[src/rtl/ibuf2ddr_pkg.sv]
// rtl/ibuf2ddr_pkg.sv - shared global parameters, width helper and index-buffer transfer types
//
// Holds the system-wide DDR beat width and index width, the bw() address-width
// helper, the ibuf2ddr FSM state type and idx_batch(), which is also used by the
// DDR-to-index-buffer loader so both sides agree on beat packing.
package ibuf2ddr_pkg;

    localparam int DDR_W = 512;
    localparam int IDX_W = 16;

    // Bits needed to address x entries (minimum 1).
    function automatic int bw(input int x);
        return (x <= 2) ? 1 : $clog2(x);
    endfunction

    // Index pairs packed into one DDR beat.
    function automatic int idx_batch();
        return DDR_W / (IDX_W * 2);
    endfunction

    typedef enum logic [1:0] {
        IDLE = 2'd0,
        FILL = 2'd1,
        SEND = 2'd2,
        DONE = 2'd3
    } ibuf2ddr_state_t;

endpackage

[src/rtl/ibuf2ddr.sv]
// rtl/ibuf2ddr.sv - index buffer to DDR write-back packer
//
// Reads index pairs from the index buffer (1-cycle read latency), packs
// idx_batch() pairs per beat and streams beats toward DDR with valid/ready.
// Optional macro IBUF2DDR_STALL_CNT_EN adds a saturating backpressure counter.
//
// Ports:
//   clk, rst         clock, asynchronous active-low reset
//   start / done     transfer start pulse (accepted in IDLE) / completion pulse
//   conf_idx_num     index of the last pair to send (latched on start)
//   idx_rd_en/addr   index buffer read request
//   idx_rd_data      read data, valid the cycle after idx_rd_en
//   ddr_data/valid   packed beat toward DDR
//   ddr_ready        downstream accept
//   stall_cnt        (IBUF2DDR_STALL_CNT_EN only) cycles of valid && !ready
module ibuf2ddr
    import ibuf2ddr_pkg::*;
#(
    parameter int IDX_DEPTH = 256,
    parameter int ADDR_W    = bw(IDX_DEPTH)
) (
    input  logic                 clk,
    input  logic                 rst,
    input  logic                 start,
    output logic                 done,
    input  logic [7:0]           conf_idx_num,
    output logic                 idx_rd_en,
    output logic [ADDR_W-1:0]    idx_rd_addr,
    input  logic [IDX_W*2-1:0]   idx_rd_data,
    output logic [DDR_W-1:0]     ddr_data,
    output logic                 ddr_valid,
    input  logic                 ddr_ready
`ifdef IBUF2DDR_STALL_CNT_EN
    ,
    output logic [15:0]          stall_cnt
`endif
);

    localparam int PAIR_W    = IDX_W * 2;
    localparam int IDX_BATCH = idx_batch();
    localparam int LANE_W    = bw(IDX_BATCH);

    ibuf2ddr_state_t r_state;
    ibuf2ddr_state_t w_state_nxt;

    logic [7:0]        r_conf;
    logic [ADDR_W-1:0] r_rd_cnt;
    logic [LANE_W-1:0] r_rd_lane;    // lane of the next read in this beat
    logic [LANE_W-1:0] r_lane_cnt;   // lane the next returned word lands in
    logic              r_rd_valid;   // idx_rd_data carries a requested word
    logic              r_rd_stop;    // all reads for this beat issued
    logic              r_all_read;   // read of conf_idx_num has been issued
    logic [DDR_W-1:0]  r_pack;

    logic w_accept;
    logic w_rd_en;
    logic w_conf_hit;
    logic w_last_read;
    logic w_beat_acc;

    assign w_accept    = (r_state == IDLE) && start;
    assign w_rd_en     = (r_state == FILL) && !r_rd_stop;
    assign w_conf_hit  = (r_rd_cnt == ADDR_W'(r_conf));
    assign w_last_read = w_rd_en && (w_conf_hit || (r_rd_lane == LANE_W'(IDX_BATCH - 1)));
    assign w_beat_acc  = (r_state == SEND) && ddr_ready;

    assign idx_rd_en   = w_rd_en;
    assign idx_rd_addr = r_rd_cnt;
    assign ddr_valid   = (r_state == SEND);
    assign ddr_data    = r_pack;
    assign done        = (r_state == DONE);

    always_ff @(posedge clk or negedge rst) begin
        if (!rst) begin
            r_state <= IDLE;
        end else begin
            r_state <= w_state_nxt;
        end
    end

    always_comb begin
        w_state_nxt = r_state;
        case (r_state)
            IDLE: if (start) w_state_nxt = FILL;
            // The stop flag is set together with the final read, so the
            // first valid return seen with it set is the beat's last word.
            FILL: if (r_rd_valid && r_rd_stop) w_state_nxt = SEND;
            SEND: if (ddr_ready) w_state_nxt = r_all_read ? DONE : FILL;
            DONE: w_state_nxt = IDLE;
            default: w_state_nxt = IDLE;
        endcase
    end

    always_ff @(posedge clk or negedge rst) begin
        if (!rst) begin
            r_conf     <= '0;
            r_rd_cnt   <= '0;
            r_rd_lane  <= '0;
            r_lane_cnt <= '0;
            r_rd_valid <= 1'b0;
            r_rd_stop  <= 1'b0;
            r_all_read <= 1'b0;
            r_pack     <= '0;
        end else begin
            r_rd_valid <= w_rd_en;
            if (w_accept) begin
                r_conf     <= conf_idx_num;
                r_rd_cnt   <= '0;
                r_rd_lane  <= '0;
                r_lane_cnt <= '0;
                r_rd_stop  <= 1'b0;
                r_all_read <= 1'b0;
                r_pack     <= '0;
            end
            if (w_rd_en) begin
                r_rd_lane <= r_rd_lane + LANE_W'(1);
                // Hold the address on the final pair so it never wraps.
                if (!w_conf_hit) r_rd_cnt <= r_rd_cnt + ADDR_W'(1);
                if (w_last_read) r_rd_stop <= 1'b1;
                if (w_conf_hit) r_all_read <= 1'b1;
            end
            if (r_rd_valid) begin
                r_pack[int'(r_lane_cnt) * PAIR_W +: PAIR_W] <= idx_rd_data;
                r_lane_cnt <= r_lane_cnt + LANE_W'(1);
            end
            if (w_beat_acc) begin
                r_pack     <= '0;
                r_lane_cnt <= '0;
                r_rd_lane  <= '0;
                r_rd_stop  <= 1'b0;
            end
        end
    end

`ifdef IBUF2DDR_STALL_CNT_EN
    logic [15:0] r_stall_cnt;

    always_ff @(posedge clk or negedge rst) begin
        if (!rst) begin
            r_stall_cnt <= '0;
        end else if (w_accept) begin
            r_stall_cnt <= '0;
        end else if (ddr_valid && !ddr_ready && (r_stall_cnt != 16'hFFFF)) begin
            r_stall_cnt <= r_stall_cnt + 16'd1;
        end
    end

    assign stall_cnt = r_stall_cnt;
`endif

endmodule

[config.mk]
export PLATFORM = sky130hd
export DESIGN_NAME = ibuf2ddr
export DESIGN_NICKNAME = d
export VERILOG_FILES = /design/src/rtl/ibuf2ddr_pkg.sv /design/src/rtl/ibuf2ddr.sv
export SDC_FILE = /design/constraint.sdc
export NUM_CORES = 1
export LEC_CHECK = 0
export CAP_MARGIN = 20
export CELL_PAD_IN_SITES_DETAIL_PLACEMENT = 0
export CELL_PAD_IN_SITES_GLOBAL_PLACEMENT = 1
export CORE_MARGIN = 2
export CORE_UTILIZATION = 35
export CTS_CLUSTER_SIZE = 16
export DETAILED_ROUTE_END_ITERATION = 7
export GPL_ROUTABILITY_DRIVEN = 0
export PLACE_DENSITY = 0.76
export SYNTH_ARGS = -nofsm -noshare
export SYNTH_HDL_FRONTEND = slang
export SYNTH_SLANG_ARGS = --single-unit
[constraint.sdc]
create_clock -name clk -period 4.5 [get_ports clk]
set_clock_uncertainty 0.2 [all_clocks]
set_input_delay 1.35 -clock clk [delete_from_list [all_inputs] [get_ports clk]]
set_output_delay 1.35 -clock clk [all_outputs]
set_load 0.03 [all_outputs]
Word-level counts from Yosys, hierarchy flattened --
Index checks and enable logic that the tools add are counted.
Word-level totals: output and inout bits 523, word-level logic and storage cells 58, bits of input ports 44, bits in registers 541
Cells by class: shifts and indexed selects 2, mux-type cells 24, equality and inequality tests 8, add/subtract/negate cells 4, reduce and logical (&&, ||, !) cells 11
Operators with widths (number):
- $mux 512 | 3
- $bwmux 512 | 1
- $shift 32x33->512 const A | 1
- $shiftx 32x33->512 | 1
- $neg 9->33 | 1
- $mux 8 | 3
- $mux 4 | 5
- $add 4x1->4 const B | 2
- $add 8x1->8 const B | 1
- $eq 8x8->1 | 1
- $mux 2 | 4
- $pmux 2 s4 | 1
- $mux 1 | 7
- $reduce_bool 3->1 | 2
- $logic_and 1x1->1 | 5
- $eq 2x2->1 const B | 2
- $eq 4x4->1 const B | 1
- $ne 2x1->1 const B | 2
- $reduce_and 3->1 | 1
- $eq 2x1->1 const B | 1
- $logic_not 2->1 | 1
- $ne 2x2->1 const B | 1
- $logic_not 1->1 | 1
- $logic_or 1x1->1 | 1

Depth between registers and ports, before layout --
depth after elaboration 6, gate-level depth with buffers 11, gate-level depth less buffers 6

Worst setup path after synthesis --
Ideal clock, no wire load.
path type register to register, start point register r_lane_cnt[0], end point register r_pack[386] (netlist: ddr_data[386]), arrival 2820 ps, required time 4164 ps, setup slack 1344 ps, library setup time 136 ps, stages on the path, launching flop included 11, cells stage by stage dfrtp_1 > clkbuf_1 > clkbuf_1 > nor3_1 > ha_1 > buf_2 > or4b_4 > a2111o_1 > clkbuf_1 > nand3_1 > a21oi_1
Between the ends: word-level cells in the longest chain between the ends 5, elaborated cells on any way between the ends 6, classes of those cells add/sub (1); shift (2); mux (3)
RTL lines:
- start, declared | line ibuf2ddr.sv:49 | logic [LANE_W-1:0] r_lane_cnt;
- start signal, assigned | line ibuf2ddr.sv:124 | r_lane_cnt <= r_lane_cnt + LANE_W'(1);
- $neg 9->33 (*) | line ibuf2ddr.sv:123 | r_pack[int'(r_lane_cnt) * PAIR_W +: PAIR_W] <= idx_rd_data;
- $shiftx 32x33->512 / $shift 32x33->512 (equally long branches) | line ibuf2ddr.sv:123
- $bwmux 512 (*) | line ibuf2ddr.sv:123
- $mux 512 (*) | line ibuf2ddr.sv:122 | if (r_rd_valid) begin
- $mux 512 (*) | line ibuf2ddr.sv:126 | if (w_beat_acc) begin
- end signal, assigned by index | line ibuf2ddr.sv:123
- end, declared | line ibuf2ddr.sv:53 | logic [DDR_W-1:0] r_pack;
Every way passes the cells marked *; elsewhere a longest branch is shown, timed or not. A chain may end at the register's enable or synchronous reset.

Final worst setup path --
start point register r_state[1], end point output port idx_rd_en
Between the ends: word-level cells in the longest chain between the ends 2
RTL lines:
- start, declared | line ibuf2ddr.sv:43 | ibuf2ddr_state_t r_state;
- start signal, assigned | line ibuf2ddr.sv:77 | r_state <= w_state_nxt;
- $eq 2x1->1 | line ibuf2ddr.sv:62 | assign w_rd_en = (r_state == FILL) && !r_rd_stop;
- $logic_and 1x1->1 | line ibuf2ddr.sv:62
- end, declared | line ibuf2ddr.sv:27 | output logic idx_rd_en,
No other way between the ends.

==> results_dict.tcl <==
set metrics [dict create \
    status "completed" \
    drive_gt1_share_pct 7.70 \
    grt_antenna_before_repair 3 \
    num_rows 96 \
    ys_ff_latch 541 \
    grt_pass1_wl_mm 150 \
    required_ns 2.95 \
    ios 567 \
    wirelength_met1_mm 41.0 \
    drtPass1Iterations 6 \
    topRoutingLayerUsed "met4" \
    final.setup.tns_ns 0 \
    layout.cells.non_filler 3895 \
    io_buffers 566 \
    cts_hold_buf 0 \
    vdd_drop_max_mv 0.400 \
    fmax_mhz 238 \
    clock-sinks 541 \
    yosys_warnings 0 \
    hold_class "flip-flop to flip-flop" \
    p_leak_nw 13.1 \
    num-nets-final 3015 \
    synthMuxAreaShare_pct 1.71 \
    vias 22955 \
    grt_pass1_vias 21882 \
    drc 0 \
    worstSetupEndpointType "output pin" \
    synthAdderAreaFrac_pct 0.260 \
    place_inst 3786 \
    slew_headroom_pct 29.8 \
    drt-total-wl_mm 103 \
    synth_flop_cell "dfrtp_1" \
    power_mw 22.5 \
    report.final.slew_viol_count 0 \
    dp_hpwl_mm 62.7 \
    routed_via_density 5.89 \
    cts_tree "built" \
    syn_to_final_growth_pct 33.9 \
    synth_edf_count 0 \
    seq_area_frac_synth_pct 56.3 \
    core_mm2 0.0682 \
    synth_fp_nets 2648 \
    r2r_slack_ns 1.09 \
    final_cell_mix "905 x nand3_1, 540 x dfrtp_1, 538 x clkdlybuf4s50_1" \
    grt_use_total_pct 28.4 \
    grt_setup_unrepaired "false" \
    fill_cells 6336 \
    grt_max_degree 121 \
    min_period_over_period_pct 93.5 \
    drt_iter0_drc 3029 \
    overflow 0 \
    synthCells 2599 \
    synth_xor_area_share_pct 0.505 \
    tightest_slew_ns 1.05 \
    post_cts_buffers 0 \
    yosys.area_share.simple_pct 23.9 \
    die_area_mm2 0.0708 \
    ant_nets 0 \
    clk_path_buf_depth 3 \
    power_density_mw_per_mm2 699 \
    clk_pin_slew_ns 0.06 \
    cap_violations 0 \
    root_buffer "clkbuf_16" \
    synth_cell_types 53 \
    crit_path_max_fanout 13 \
    initial_utilization_pct 35.2 \
    diodes 0 \
    wl_met3_mm 10.9 \
    hold_viol 0 \
    fin_crit_ns 4.21 \
    startpoint_type "flip-flop" \
    setup_viol 0 \
    met2_length_mm 46.6 \
    syn_area_mm2 0.0240 \
    hold_ws_ns 0.300 \
    cts_buffers 59 \
    final_common_cell "nand3_1" \
    multiInputGateArea_mm2 0.00914 \
    cp.arrival_ns 2.66 \
    die_width_um 266 \
    clk_latency_ns 0.64 \
    wl_per_cell_um 26.6 \
    path_class "flip-flop to output pin" \
    cts_resized 0 \
    synth_top_family_by_area "simple AND/OR/NAND/NOR gates" \
    seqCellArea_mm2 0.0135 \
    synth-async-reset-ratio_pct 100 \
    syn_avg_cell_area_um2 9.24 \
    htree_levels 2 \
    synth_compound_area_share_pct 11.2 \
    die_y_um 266 \
]
-- sequential cells by signal (all words and copies together) (netlist names) --
name / count
r_conf: 8
idx_rd_addr: 8
r_state: 2
r_rd_valid: 1
r_lane_cnt: 4
r_rd_stop: 1
r_all_read: 1
ddr_data: 512
r_rd_lane: 4
-- cell usage after synthesis (3+ instances only) --
library cell / n / area share (%)
nand3_1: 905 / 19
dfrtp_1: 541 / 56
a21oi_1: 485 / 10
clkbuf_1: 226 / 3.5
nand2_1: 106 / 1.7
buf_2: 83 / 1.7
mux2i_1: 41 / 1.7
nor2_1: 40 / 0.62
and2_0: 28 / 0.73
buf_1: 26 / 0.41
xnor2_1: 10 / 0.36
o21ai_0: 9 / 0.19
buf_6: 7 / 0.33
nand4_1: 7 / 0.18
and2_1: 6 / 0.16
inv_1: 6 / 0.094
ha_1: 5 / 0.26
o2111a_1: 5 / 0.23
o2111ai_1: 5 / 0.18
and4_1: 4 / 0.15
or4_1: 4 / 0.12
nand2b_1: 3 / 0.078
nor3_1: 3 / 0.062
-- through the flow --
stage | area (um^2) | utilization, % | setup slack (ns)
after floorplan | 24000 | - | 1.34
after global placement | 30100 | 44.2 | 0.863
after detailed placement | 30200 | 44.3 | 0.797
after CTS | 32200 | 47.1 | 0.266
after global routing | 32200 | 47.2 | 0.200
final | 32200 | 47.2 | 0.290
-- routing by layer --
layer | vias to the layer above | track usage (%)
met2 | 1361 | 42.9
met1 | 11485 | 38.0
met5 | - | 0
li1 | 9887 | -
met4 | 0 | 13.1
met3 | 222 | 7.94
-- final timing paths --
kind,cells past startpoint,to,start
worst min register to register,2,r_conf[7],r_conf[7]
worst min-delay path,2,r_conf[7],r_conf[7]
worst max register to register,6,ddr_data[339],r_lane_cnt[2]
min in group asynchronous,1,ddr_data[461],rst
worst max-delay path,3,idx_rd_en,r_state[1]
max in group asynchronous,2,ddr_data[185],rst
-- logic make-up after synthesis --
kind of cell,Yosys count
multiplexers,41
adder cells (fa/ha/maj),5
XOR/XNOR,13
AO/OA/AOI/OAI,513
AND/OR/NAND/NOR,1137
buffers and inverters,349
flip-flops,541
-- report_power, final --
group | leakage [nW] | switching [mW] | internal, mW
combinational | 4.70 | 6.91 | 3.44
sequential | 7.47 | 1.03 | 6.16
clock | 0.968 | 2.08 | 2.86
total | 13.1 | 10.0 | 12.5
-- worst max-delay path: stages (launching register included) --
cell	delay, ns
dfrtp_1	0.44
or3b_2	0.63
inv_1	0.24
clkdlybuf4s50_1	0.72
-- cell type report --
| type | count | area share [%] |
|---|---|---|
| multi-input combinational | 1709 | 28.4 |
| inverter | 6 | 0.0700 |
| clock buffer | 88 | 5.33 |
| tap | 882 | 3.43 |
| clock inverter | 20 | 0.770 |
| sequential | 541 | 42.1 |
| timing repair buffer | 649 | 19.9 |
No activity file was read; power rests on OpenSTA's default activity.
